File: config.mk
export PLATFORM = sky130hd
export DESIGN_NAME = windowed_peak_detector
export DESIGN_NICKNAME = d
export VERILOG_FILES = /design/src/rtl/windowed_peak_detector.sv
export SDC_FILE = /design/constraint.sdc
export NUM_CORES = 1
export LEC_CHECK = 0
export CORE_MARGIN = 2
export CORE_UTILIZATION = 40
export DETAILED_ROUTE_END_ITERATION = 12
export GPL_TIMING_DRIVEN = 1
export PLACE_DENSITY_LB_ADDON = 0.25
export SLEW_MARGIN = 20
export SYNTH_ARGS = -nofsm -noshare
export SYNTH_HDL_FRONTEND = slang
export SYNTH_SLANG_ARGS = --single-unit
File: constraint.sdc
create_clock -name clk -period 6.9 [get_ports clk]
set_input_delay 1.725 -clock clk [delete_from_list [all_inputs] [get_ports clk]]
set_output_delay 1.725 -clock clk [all_outputs]
set_load 0.03 [all_outputs]
File: src/rtl/windowed_peak_detector.sv
// Windowed peak detector: finds the largest-magnitude signed sample over a
// programmable number of accepted multi-lane words and reports it via valid/ready.
module windowed_peak_detector #(
    parameter  int SAMPLE_W = 16,
    parameter  int LANES    = 8,
    parameter  int WIN_W    = 8,
    localparam int LW       = $clog2(LANES)
) (
    input  logic                      clk,
    input  logic                      rst,
    input  logic [SAMPLE_W*LANES-1:0] s_tdata,
    input  logic                      s_tvalid,
    input  logic                      run,
    input  logic [WIN_W-1:0]          win_len,
    input  logic [SAMPLE_W-1:0]       threshold,
    output logic [SAMPLE_W-1:0]       m_peak,
    output logic [SAMPLE_W-1:0]       m_mag,
    output logic [LW-1:0]             m_lane,
    output logic [WIN_W-1:0]          m_word,
    output logic                      m_above,
    output logic                      m_valid,
    input  logic                      m_ready,
    output logic                      overrun
);

    logic [SAMPLE_W-1:0]       in_mag [LANES];
    logic                      s1_valid;
    logic [SAMPLE_W*LANES-1:0] s1_data;
    logic [SAMPLE_W-1:0]       s1_mag [LANES];
    logic [WIN_W-1:0]          s1_len;
    logic [SAMPLE_W-1:0]       s1_thr;

    logic [SAMPLE_W-1:0]       t_mag  [2*LANES];
    logic [LW-1:0]             t_lane [2*LANES];
    logic [SAMPLE_W-1:0]       win_peak;

    logic                      s2_valid;
    logic [SAMPLE_W-1:0]       s2_peak;
    logic [SAMPLE_W-1:0]       s2_mag;
    logic [LW-1:0]             s2_lane;
    logic [WIN_W-1:0]          s2_len;
    logic [SAMPLE_W-1:0]       s2_thr;

    logic [WIN_W-1:0]          cnt;
    logic [WIN_W-1:0]          len_lat;
    logic [SAMPLE_W-1:0]       thr_lat;
    logic [SAMPLE_W-1:0]       acc_peak;
    logic [SAMPLE_W-1:0]       acc_mag;
    logic [LW-1:0]             acc_lane;
    logic [WIN_W-1:0]          acc_word;

    logic                      first;
    logic                      take;
    logic                      done;
    logic [WIN_W:0]            cnt_nxt;
    logic [WIN_W-1:0]          cur_len;
    logic [SAMPLE_W-1:0]       cur_thr;
    logic [SAMPLE_W-1:0]       cand_peak;
    logic [SAMPLE_W-1:0]       cand_mag;
    logic [LW-1:0]             cand_lane;
    logic [WIN_W-1:0]          cand_word;

    // Two's-complement negate: the most negative value maps to 2^(SAMPLE_W-1) unsigned.
    always_comb begin
        for (int i = 0; i < LANES; i++) begin
            if (s_tdata[i*SAMPLE_W + SAMPLE_W-1])
                in_mag[i] = ~s_tdata[i*SAMPLE_W +: SAMPLE_W] + SAMPLE_W'(1);
            else
                in_mag[i] = s_tdata[i*SAMPLE_W +: SAMPLE_W];
        end
    end

    always_ff @(posedge clk) begin
        if (rst) begin
            s1_valid <= 1'b0;
            s1_data  <= '0;
            s1_len   <= '0;
            s1_thr   <= '0;
            for (int i = 0; i < LANES; i++) s1_mag[i] <= '0;
        end else begin
            s1_valid <= s_tvalid && run;
            if (s_tvalid && run) begin
                s1_data <= s_tdata;
                s1_len  <= win_len;
                s1_thr  <= threshold;
                for (int i = 0; i < LANES; i++) s1_mag[i] <= in_mag[i];
            end
        end
    end

    // Heap-indexed compare tree: node n merges 2n (lower lanes) and 2n+1.
    always_comb begin
        for (int n = 0; n < 2*LANES; n++) begin
            t_mag[n]  = '0;
            t_lane[n] = '0;
        end
        for (int i = 0; i < LANES; i++) begin
            t_mag[LANES+i]  = s1_mag[i];
            t_lane[LANES+i] = LW'(i);
        end
        for (int n = LANES-1; n >= 1; n--) begin
            if (t_mag[2*n+1] > t_mag[2*n]) begin
                t_mag[n]  = t_mag[2*n+1];
                t_lane[n] = t_lane[2*n+1];
            end else begin
                t_mag[n]  = t_mag[2*n];
                t_lane[n] = t_lane[2*n];
            end
        end
        win_peak = s1_data[t_lane[1]*SAMPLE_W +: SAMPLE_W];
    end

    always_ff @(posedge clk) begin
        if (rst) begin
            s2_valid <= 1'b0;
            s2_peak  <= '0;
            s2_mag   <= '0;
            s2_lane  <= '0;
            s2_len   <= '0;
            s2_thr   <= '0;
        end else begin
            s2_valid <= s1_valid && run;
            if (s1_valid) begin
                s2_peak <= win_peak;
                s2_mag  <= t_mag[1];
                s2_lane <= t_lane[1];
                s2_len  <= s1_len;
                s2_thr  <= s1_thr;
            end
        end
    end

    // Window length and threshold come from the window's first word, so
    // later changes on the inputs only affect the next window.
    always_comb begin
        first     = (cnt == '0);
        cur_len   = first ? ((s2_len == '0) ? WIN_W'(1) : s2_len) : len_lat;
        cur_thr   = first ? s2_thr : thr_lat;
        take      = first || (s2_mag > acc_mag);
        cand_peak = take ? s2_peak : acc_peak;
        cand_mag  = take ? s2_mag  : acc_mag;
        cand_lane = take ? s2_lane : acc_lane;
        cand_word = take ? cnt     : acc_word;
        cnt_nxt   = {1'b0, cnt} + 1'b1;
        done      = s2_valid && run && (cnt_nxt == {1'b0, cur_len});
    end

    always_ff @(posedge clk) begin
        if (rst) begin
            cnt      <= '0;
            len_lat  <= '0;
            thr_lat  <= '0;
            acc_peak <= '0;
            acc_mag  <= '0;
            acc_lane <= '0;
            acc_word <= '0;
        end else if (!run) begin
            cnt <= '0;
        end else if (s2_valid) begin
            cnt      <= done ? '0 : cnt_nxt[WIN_W-1:0];
            len_lat  <= cur_len;
            thr_lat  <= cur_thr;
            acc_peak <= cand_peak;
            acc_mag  <= cand_mag;
            acc_lane <= cand_lane;
            acc_word <= cand_word;
        end
    end

    always_ff @(posedge clk) begin
        if (rst) begin
            m_peak  <= '0;
            m_mag   <= '0;
            m_lane  <= '0;
            m_word  <= '0;
            m_above <= 1'b0;
            m_valid <= 1'b0;
            overrun <= 1'b0;
        end else if (done) begin
            m_peak  <= cand_peak;
            m_mag   <= cand_mag;
            m_lane  <= cand_lane;
            m_word  <= cand_word;
            m_above <= (cand_mag >= cur_thr);
            m_valid <= 1'b1;
            if (m_valid && !m_ready) overrun <= 1'b1;
        end else if (m_valid && m_ready) begin
            m_valid <= 1'b0;
        end
    end

endmodule

# After elaboration in Yosys (flattened, before gate mapping)
# Memory sizes are Yosys's and may differ from the RTL's.
# Cells that the tools add are included.
op_classes:
  addsub: 9
  eq_ne: 1
  reduce_logical: 14
  n_mux: 45
  n_bitwise: 17
  shift: 1
  order_cmp: 9
op_table:
  columns: ["op", "count"]
  rows:
  - ["$mux W16", 26]
  - ["$add A16 B1 Y16 const B", 8]
  - ["$gt A16 B16 Y1", 8]
  - ["$not A16 Y16", 8]
  - ["$shiftx A128 B8 Y16", 1]
  - ["$mux W8", 4]
  - ["$ge A16 B16 Y1", 1]
  - ["$logic_not A8 Y1", 2]
  - ["$mux W3", 4]
  - ["$mux W1", 11]
  - ["$add A8 B1 Y9 const B", 1]
  - ["$eq A9 B8 Y1", 1]
  - ["$or A1 B1 Y1", 8]
  - ["$logic_and A1 B1 Y1", 6]
  - ["$reduce_and A2 Y1", 2]
  - ["$reduce_bool A2 Y1", 1]
  - ["$reduce_or A2 Y1", 1]
  - ["$logic_not A1 Y1", 1]
  - ["$logic_or A1 B1 Y1", 1]
  - ["$not A1 Y1", 1]
totals:
  in_bits: 157
  output_inout_bits: 46
  register_bits: 334
  n_memories: 1
  elab_cells: 121
  ram_bits: 128
mem_list:
  columns: ["memory", "depth", "word_bits", "rd", "rd_ports_with_merged_regs", "write_ports", "line_no", "source"]
  rows:
  - ["s1_mag", 8, 16, 8, 0, 8, "29", "logic [SAMPLE_W-1:0] s1_mag [LANES];"]

# Depth between registers and ports, before layout
# An unclocked memory read counts as a cell.
logic_depth:
  depth_word: 8
  ltp_mapped: 27
  mapped_depth_nobuf: 24

# Least setup slack after synthesis
# Ideal clock, no wire load.
synth_timing:
  path_kind: "register -> register"
  from: "mem s1_mag[7][15] (netlist: s1_mag[1][63])"
  to: "reg s2_mag[10]"
  slack_ns: 0.842
  setup_time_ns: 0.133
  required_time_ns: 6.767
  arrival_ns: 5.925
  stages_incl_launch_ff: 27
  path_buffers: 3
  synth_period_minus_slack_ns: 6.058
  path_cell_list: "edfxtp_1 > ha_1 > nand4_1 > or3_1 > a211o_1 > a31oi_4 > buf_4 > mux2i_1 > inv_1 > ha_1 > nor2b_1 > o211ai_1 > a2111oi_0 > or4b_2 > nand2_1 > buf_2 > mux2i_1 > ha_1 > nor2b_1 > o21a_1 > o21ai_0 > a211oi_1 > o31ai_1 > a22oi_1 > nor2_1 > clkbuf_1 > a211oi_1"
synth_rtl:
  columns: ["element", "line_no", "source"]
  rows:
  - ["from (decl)", "29", null]
  - ["to (signal assigned)", "125", "s2_mag <= t_mag[1];"]
  - ["to (decl)", "39", "logic [SAMPLE_W-1:0] s2_mag;"]

==> impl_metrics.sql <==
INSERT INTO impl_metrics (metric_group, metric, value, unit) VALUES
('drt', 'wirelength', '71500', 'um'),
('clock_tree', 'cts_tree', 'done', ''),
('grt', 'grtUsageTotal', '0.223', ''),
('run_status', 'status', 'complete, no violations', ''),
('worst_setup_path', 'cp.required', '7.40', 'ns'),
('grt', 'via_count_of_the_first_global_routing_pass', '19300', ''),
('drt', 'via_count', '19700', ''),
('layout', 'antenna_cells_inserted', '0', ''),
('die', 'placementRows', '90', ''),
('drt', 'first_iter_violations', '1207', ''),
('synthesis', 'synth_cell_types', '67', ''),
('placed_design', 'place_congestion', '0.936', ''),
('clock_tree', 'source_to_sink_clock_delay_at_the_later_pin_of_the_worst_skew_pair', '0.62', 'ns'),
('die', 'chipHeight', '251', 'um'),
('timing', 'timing.final.setup_violations', '0', ''),
('worst_hold_path', 'worstHoldPathCells', '2', ''),
('timing', 'report.final.slew_viol_count', '0', ''),
('synthesis', 'synthCells', '2591', ''),
('synthesis', 'edff_count_synth', '128', ''),
('worst_setup_path', 'worstSetupEndpointType', 'register', ''),
('timing', 'worst-slew-pin-transition', '1.04', 'ns'),
('timing', 'final_hold_violation_count', '0', ''),
('grt', 'maximum_number_of_pins_on_one_net_before_global_route_repair', '122', ''),
('layout', 'fin_util', '0.479', ''),
('layout', 'area_delta_synth_final', '18.6', '%'),
('clock_tree', 'ctsLongestPathBuffers', '3', ''),
('timing', 'achievable-frequency', '152', 'MHz'),
('clock_tree', 'htree_num_levels', '2', ''),
('flow_run', 'drv_cap', '0', ''),
('clock_tree', 'cts_buffers', '51', ''),
('placed_design', 'instance_area_after_placement', '0.0271', 'sq mm'),
('die', 'floorplan.initialDensity', '0.403', ''),
('drt', 'drt_drc_violations_left', '0', ''),
('clock_tree', 'clockRootBuffer', 'sky130_fd_sc_hd__clkbuf_16', ''),
('layout', 'layout.cell_area.non_filler', '0.0288', 'sq mm'),
('synthesis', 'summed_instance_area_of_the_synthesized_netlist', '0.0243', 'sq mm'),
('synthesis', 'synth.ff_latch_count', '462', ''),
('worst_hold_path', 'holdCritStartpoint', 's1_data[79]', ''),
('layout', 'post_route_cells_drive_above_1_share', '0.0680', ''),
('synthesis', 'yosysWarningCount', '0', ''),
('timing', 'skew', '0.0297', 'ns'),
('die', 'die_width', '251', 'um'),
('synthesis', 'synthesis.nets', '2902', ''),
('worst_setup_path', 'worst-path-max-fanout', '22', ''),
('die', 'core_area', '0.0602', 'sq mm'),
('pwr', 'power.density_cell_area', '268', 'mW/mm^2'),
('synthesis', 'ys_seq_area_frac', '0.433', ''),
('pwr', 'peakVddDrop', '0.000186', 'V'),
('timing', 'timing.final.crit_share', '0.951', ''),
('die', 'io-pin-count', '203', ''),
('drt', 'drt.antenna.violating_nets', '0', ''),
('grt', 'grt_first_pass_wirelength', '111000', 'um'),
('worst_setup_path', 'worst_setup_path_start_kind', 'register', ''),
('synthesis', 'synth_area_per_cell', '9.38', 'sq um'),
('worst_setup_path', 'path_depth_of_the_worst_reg2reg_path', '26', ''),
('worst_setup_path', 'ff_to_ff_start', 's1_mag[1][63]', ''),
('clock_tree', 'cts_num_sinks', '462', ''),
('drt', 'firstDrtPassIters', '6', ''),
('timing', 'period_minus_slack', '6.56', 'ns'),
('timing', 'worst_slew_margin_rel', '0.306', ''),
('worst_setup_path', 'critical_path_class', 'register to register', ''),
('worst_hold_path', 'hold_path.class', 'register to register', ''),
('timing', 'setup-tns-final', '0', 'ns'),
('layout', 'num-nets-final', '3041', ''),
('pwr', 'finalPower', '7.72', 'mW'),
('synthesis', 'share_of_flip_flops_with_an_asynchronous_set_or_reset_after_synthesis', '0', ''),
('placed_design', 'hpwl', '53400', 'um'),
('grt', 'gr_overflow_total', '0', ''),
('drt', 'wirelength_per_cell', '20.1', 'um'),
('pwr', 'p_leak', '11.5', 'nW'),
('clock_tree', 'cts.reportedPaths.clkPinSlew', '0.06', 'ns'),
('synthesis', 'synth_ff_type', 'sky130_fd_sc_hd__dfxtp_1', ''),
('die', 'die_area', '0.0628', 'sq mm'),
('drt', 'viasPerCell', '5.55', ''),
('worst_setup_path', 'critical_path_arrival', '7.06', 'ns'),
('placed_design', 'port-buffer-count', '202', ''),
('worst_setup_path', 'worst_setup_path_startpoint', 's1_mag[1][63]', ''),
('grt', 'initial_antenna_violation_count', '0', ''),
('timing', 'setup_repair_after_global_routing_missed_its_margin', 'no', '');
## synthesized netlist by cell type (7+ instances only)
master / instances / area share
sky130_fd_sc_hd__dfxtp_1: 334 / 0.28
sky130_fd_sc_hd__nand2_1: 290 / 0.045
sky130_fd_sc_hd__nor2_1: 225 / 0.035
sky130_fd_sc_hd__mux2i_1: 169 / 0.070
sky130_fd_sc_hd__ha_1: 154 / 0.079
sky130_fd_sc_hd__inv_1: 139 / 0.021
sky130_fd_sc_hd__a21oi_1: 138 / 0.028
sky130_fd_sc_hd__a22o_1: 130 / 0.047
sky130_fd_sc_hd__edfxtp_1: 128 / 0.16
sky130_fd_sc_hd__o21ai_0: 125 / 0.026
sky130_fd_sc_hd__clkbuf_1: 116 / 0.018
sky130_fd_sc_hd__xor2_1: 81 / 0.029
sky130_fd_sc_hd__a211oi_1: 55 / 0.017
sky130_fd_sc_hd__nand3_1: 47 / 0.0097
sky130_fd_sc_hd__mux2_2: 41 / 0.019
sky130_fd_sc_hd__o21a_1: 37 / 0.011
sky130_fd_sc_hd__nor3_1: 33 / 0.0068
sky130_fd_sc_hd__o211ai_1: 33 / 0.010
sky130_fd_sc_hd__o31ai_1: 33 / 0.010
sky130_fd_sc_hd__xnor2_1: 32 / 0.012
sky130_fd_sc_hd__nand4_1: 31 / 0.0080
sky130_fd_sc_hd__or3_1: 22 / 0.0057
sky130_fd_sc_hd__a31oi_1: 20 / 0.0051
sky130_fd_sc_hd__nor2b_1: 19 / 0.0049
sky130_fd_sc_hd__a21o_1: 18 / 0.0056
sky130_fd_sc_hd__nor4_1: 17 / 0.0044
sky130_fd_sc_hd__buf_1: 15 / 0.0023
sky130_fd_sc_hd__buf_2: 13 / 0.0027
sky130_fd_sc_hd__a211oi_2: 11 / 0.0057
sky130_fd_sc_hd__and2_1: 9 / 0.0023
sky130_fd_sc_hd__buf_4: 7 / 0.0022
## final cells by class
cell class              instances  area, sq um
multi-input cells            1834        12700
clock inverters                13          233
flip-flops and latches        462        10500
clock buffers                  76         1480
repair buffers                240         2370
inverters                     141          534
fillers                      5571        31400
well taps                     782          978
## path summary, 6_finish.rpt
path / end / slack [ns]
worst max-delay path: s2_mag[0] / 0.34
worst min-delay path: s1_data[79] / 0.45
worst max register to register: s2_mag[0] / 0.34
worst min register to register: s1_data[79] / 0.45
## repair_timing
| action | CTS | global route |
|---|---|---|
| buffers inserted | 0 | 2 |
| setup endpoints to repair | 0 | 35 |
| hold buffers | 0 | 0 |
| resized for setup | 0 | 3 |
## metrics by stage
stage | instances | setup slack (ns) | hold WS [ns]
final | 3548 | 0.337 | 0.449
after global routing | 3548 | 0.0588 | 0.468
after CTS | 3546 | 0.131 | 0.449
after detailed placement | 3457 | 0.156 | 0.437
after global placement | 3457 | 0.233 | 0.431
after floorplan | 2591 | 0.842 | 0.418
## cells by family after synthesis
kind of cell	after synthesis	share of synthesized area
fa+ha+maj	154	0.0793
buf+inv	295	0.0482
compound gates	639	0.181
flops	462	0.433
simple gates	718	0.129
mux	210	0.0886
xor+xnor	113	0.0407
## registers in the layout (all words and copies together), names as in the netlist, 8 cells and up
name,flops
s2_peak,16
m_peak,16
s1_data,128
s2_len,8
cnt,8
acc_mag,16
acc_word,8
s1_len,8
m_word,8
s1_mag,128
len_lat,8
m_mag,16
acc_peak,16
s1_thr,16
s2_mag,16
s2_thr,16
thr_lat,16
## routing by layer
| layer | up-vias | share of wire | track usage |
|---|---|---|---|
| li1 | 9573 | - | - |
| met1 | 9451 | 0.44 | 0.295 |
| met2 | 529 | 0.47 | 0.367 |
| met3 | 127 | 0.055 | 0.0374 |
| met4 | 0 | 0.035 | 0.0814 |
| met5 | - | 0 | 0 |
## critical path, cell delays in order, from the launching register on
cell and delay (ns):
sky130_fd_sc_hd__edfxtp_1 0.40, sky130_fd_sc_hd__ha_1 0.34, sky130_fd_sc_hd__nand4_1 0.12, sky130_fd_sc_hd__or3_1 0.44, sky130_fd_sc_hd__a211o_1 0.33, sky130_fd_sc_hd__a31oi_4 0.25
sky130_fd_sc_hd__buf_6 0.29, sky130_fd_sc_hd__mux2i_1 0.30, sky130_fd_sc_hd__inv_1 0.07, sky130_fd_sc_hd__ha_1 0.33, sky130_fd_sc_hd__a21oi_1 0.16, sky130_fd_sc_hd__nand2_1 0.07
sky130_fd_sc_hd__a21oi_1 0.19, sky130_fd_sc_hd__or4b_2 0.61, sky130_fd_sc_hd__and2_1 0.24, sky130_fd_sc_hd__buf_4 0.19, sky130_fd_sc_hd__mux2_2 0.30, sky130_fd_sc_hd__ha_1 0.21
sky130_fd_sc_hd__nor2b_1 0.11, sky130_fd_sc_hd__o21a_1 0.12, sky130_fd_sc_hd__o21ai_0 0.07, sky130_fd_sc_hd__a211oi_1 0.24, sky130_fd_sc_hd__o31ai_1 0.12, sky130_fd_sc_hd__a22oi_1 0.28
sky130_fd_sc_hd__buf_4 0.32, sky130_fd_sc_hd__nand3_1 0.16, sky130_fd_sc_hd__nor3b_1 0.22
## cell usage in the layout (no fill, tap or decap), drive strengths merged, types with 37 or more instances in the layout
master,instances
buf,39
inv,141
nand2,290
dfxtp,334
o21a,37
ha,154
clkdlybuf4s50,201
a21oi,138
clkbuf,76
xor2,81
nor2,226
edfxtp,128
nand3,47
mux2i,169
mux2,41
o21ai,126
a22o,130
a211oi,66
## power breakdown
group | switching, mW | leakage (nW) | internal (mW)
Sequential | 0.0937 | 4.01 | 2.93
Clock | 1.12 | 0.824 | 1.67
Combinational | 1.16 | 6.62 | 0.751
Total | 2.37 | 11.5 | 5.35
(Power assumes the default switching activity.)
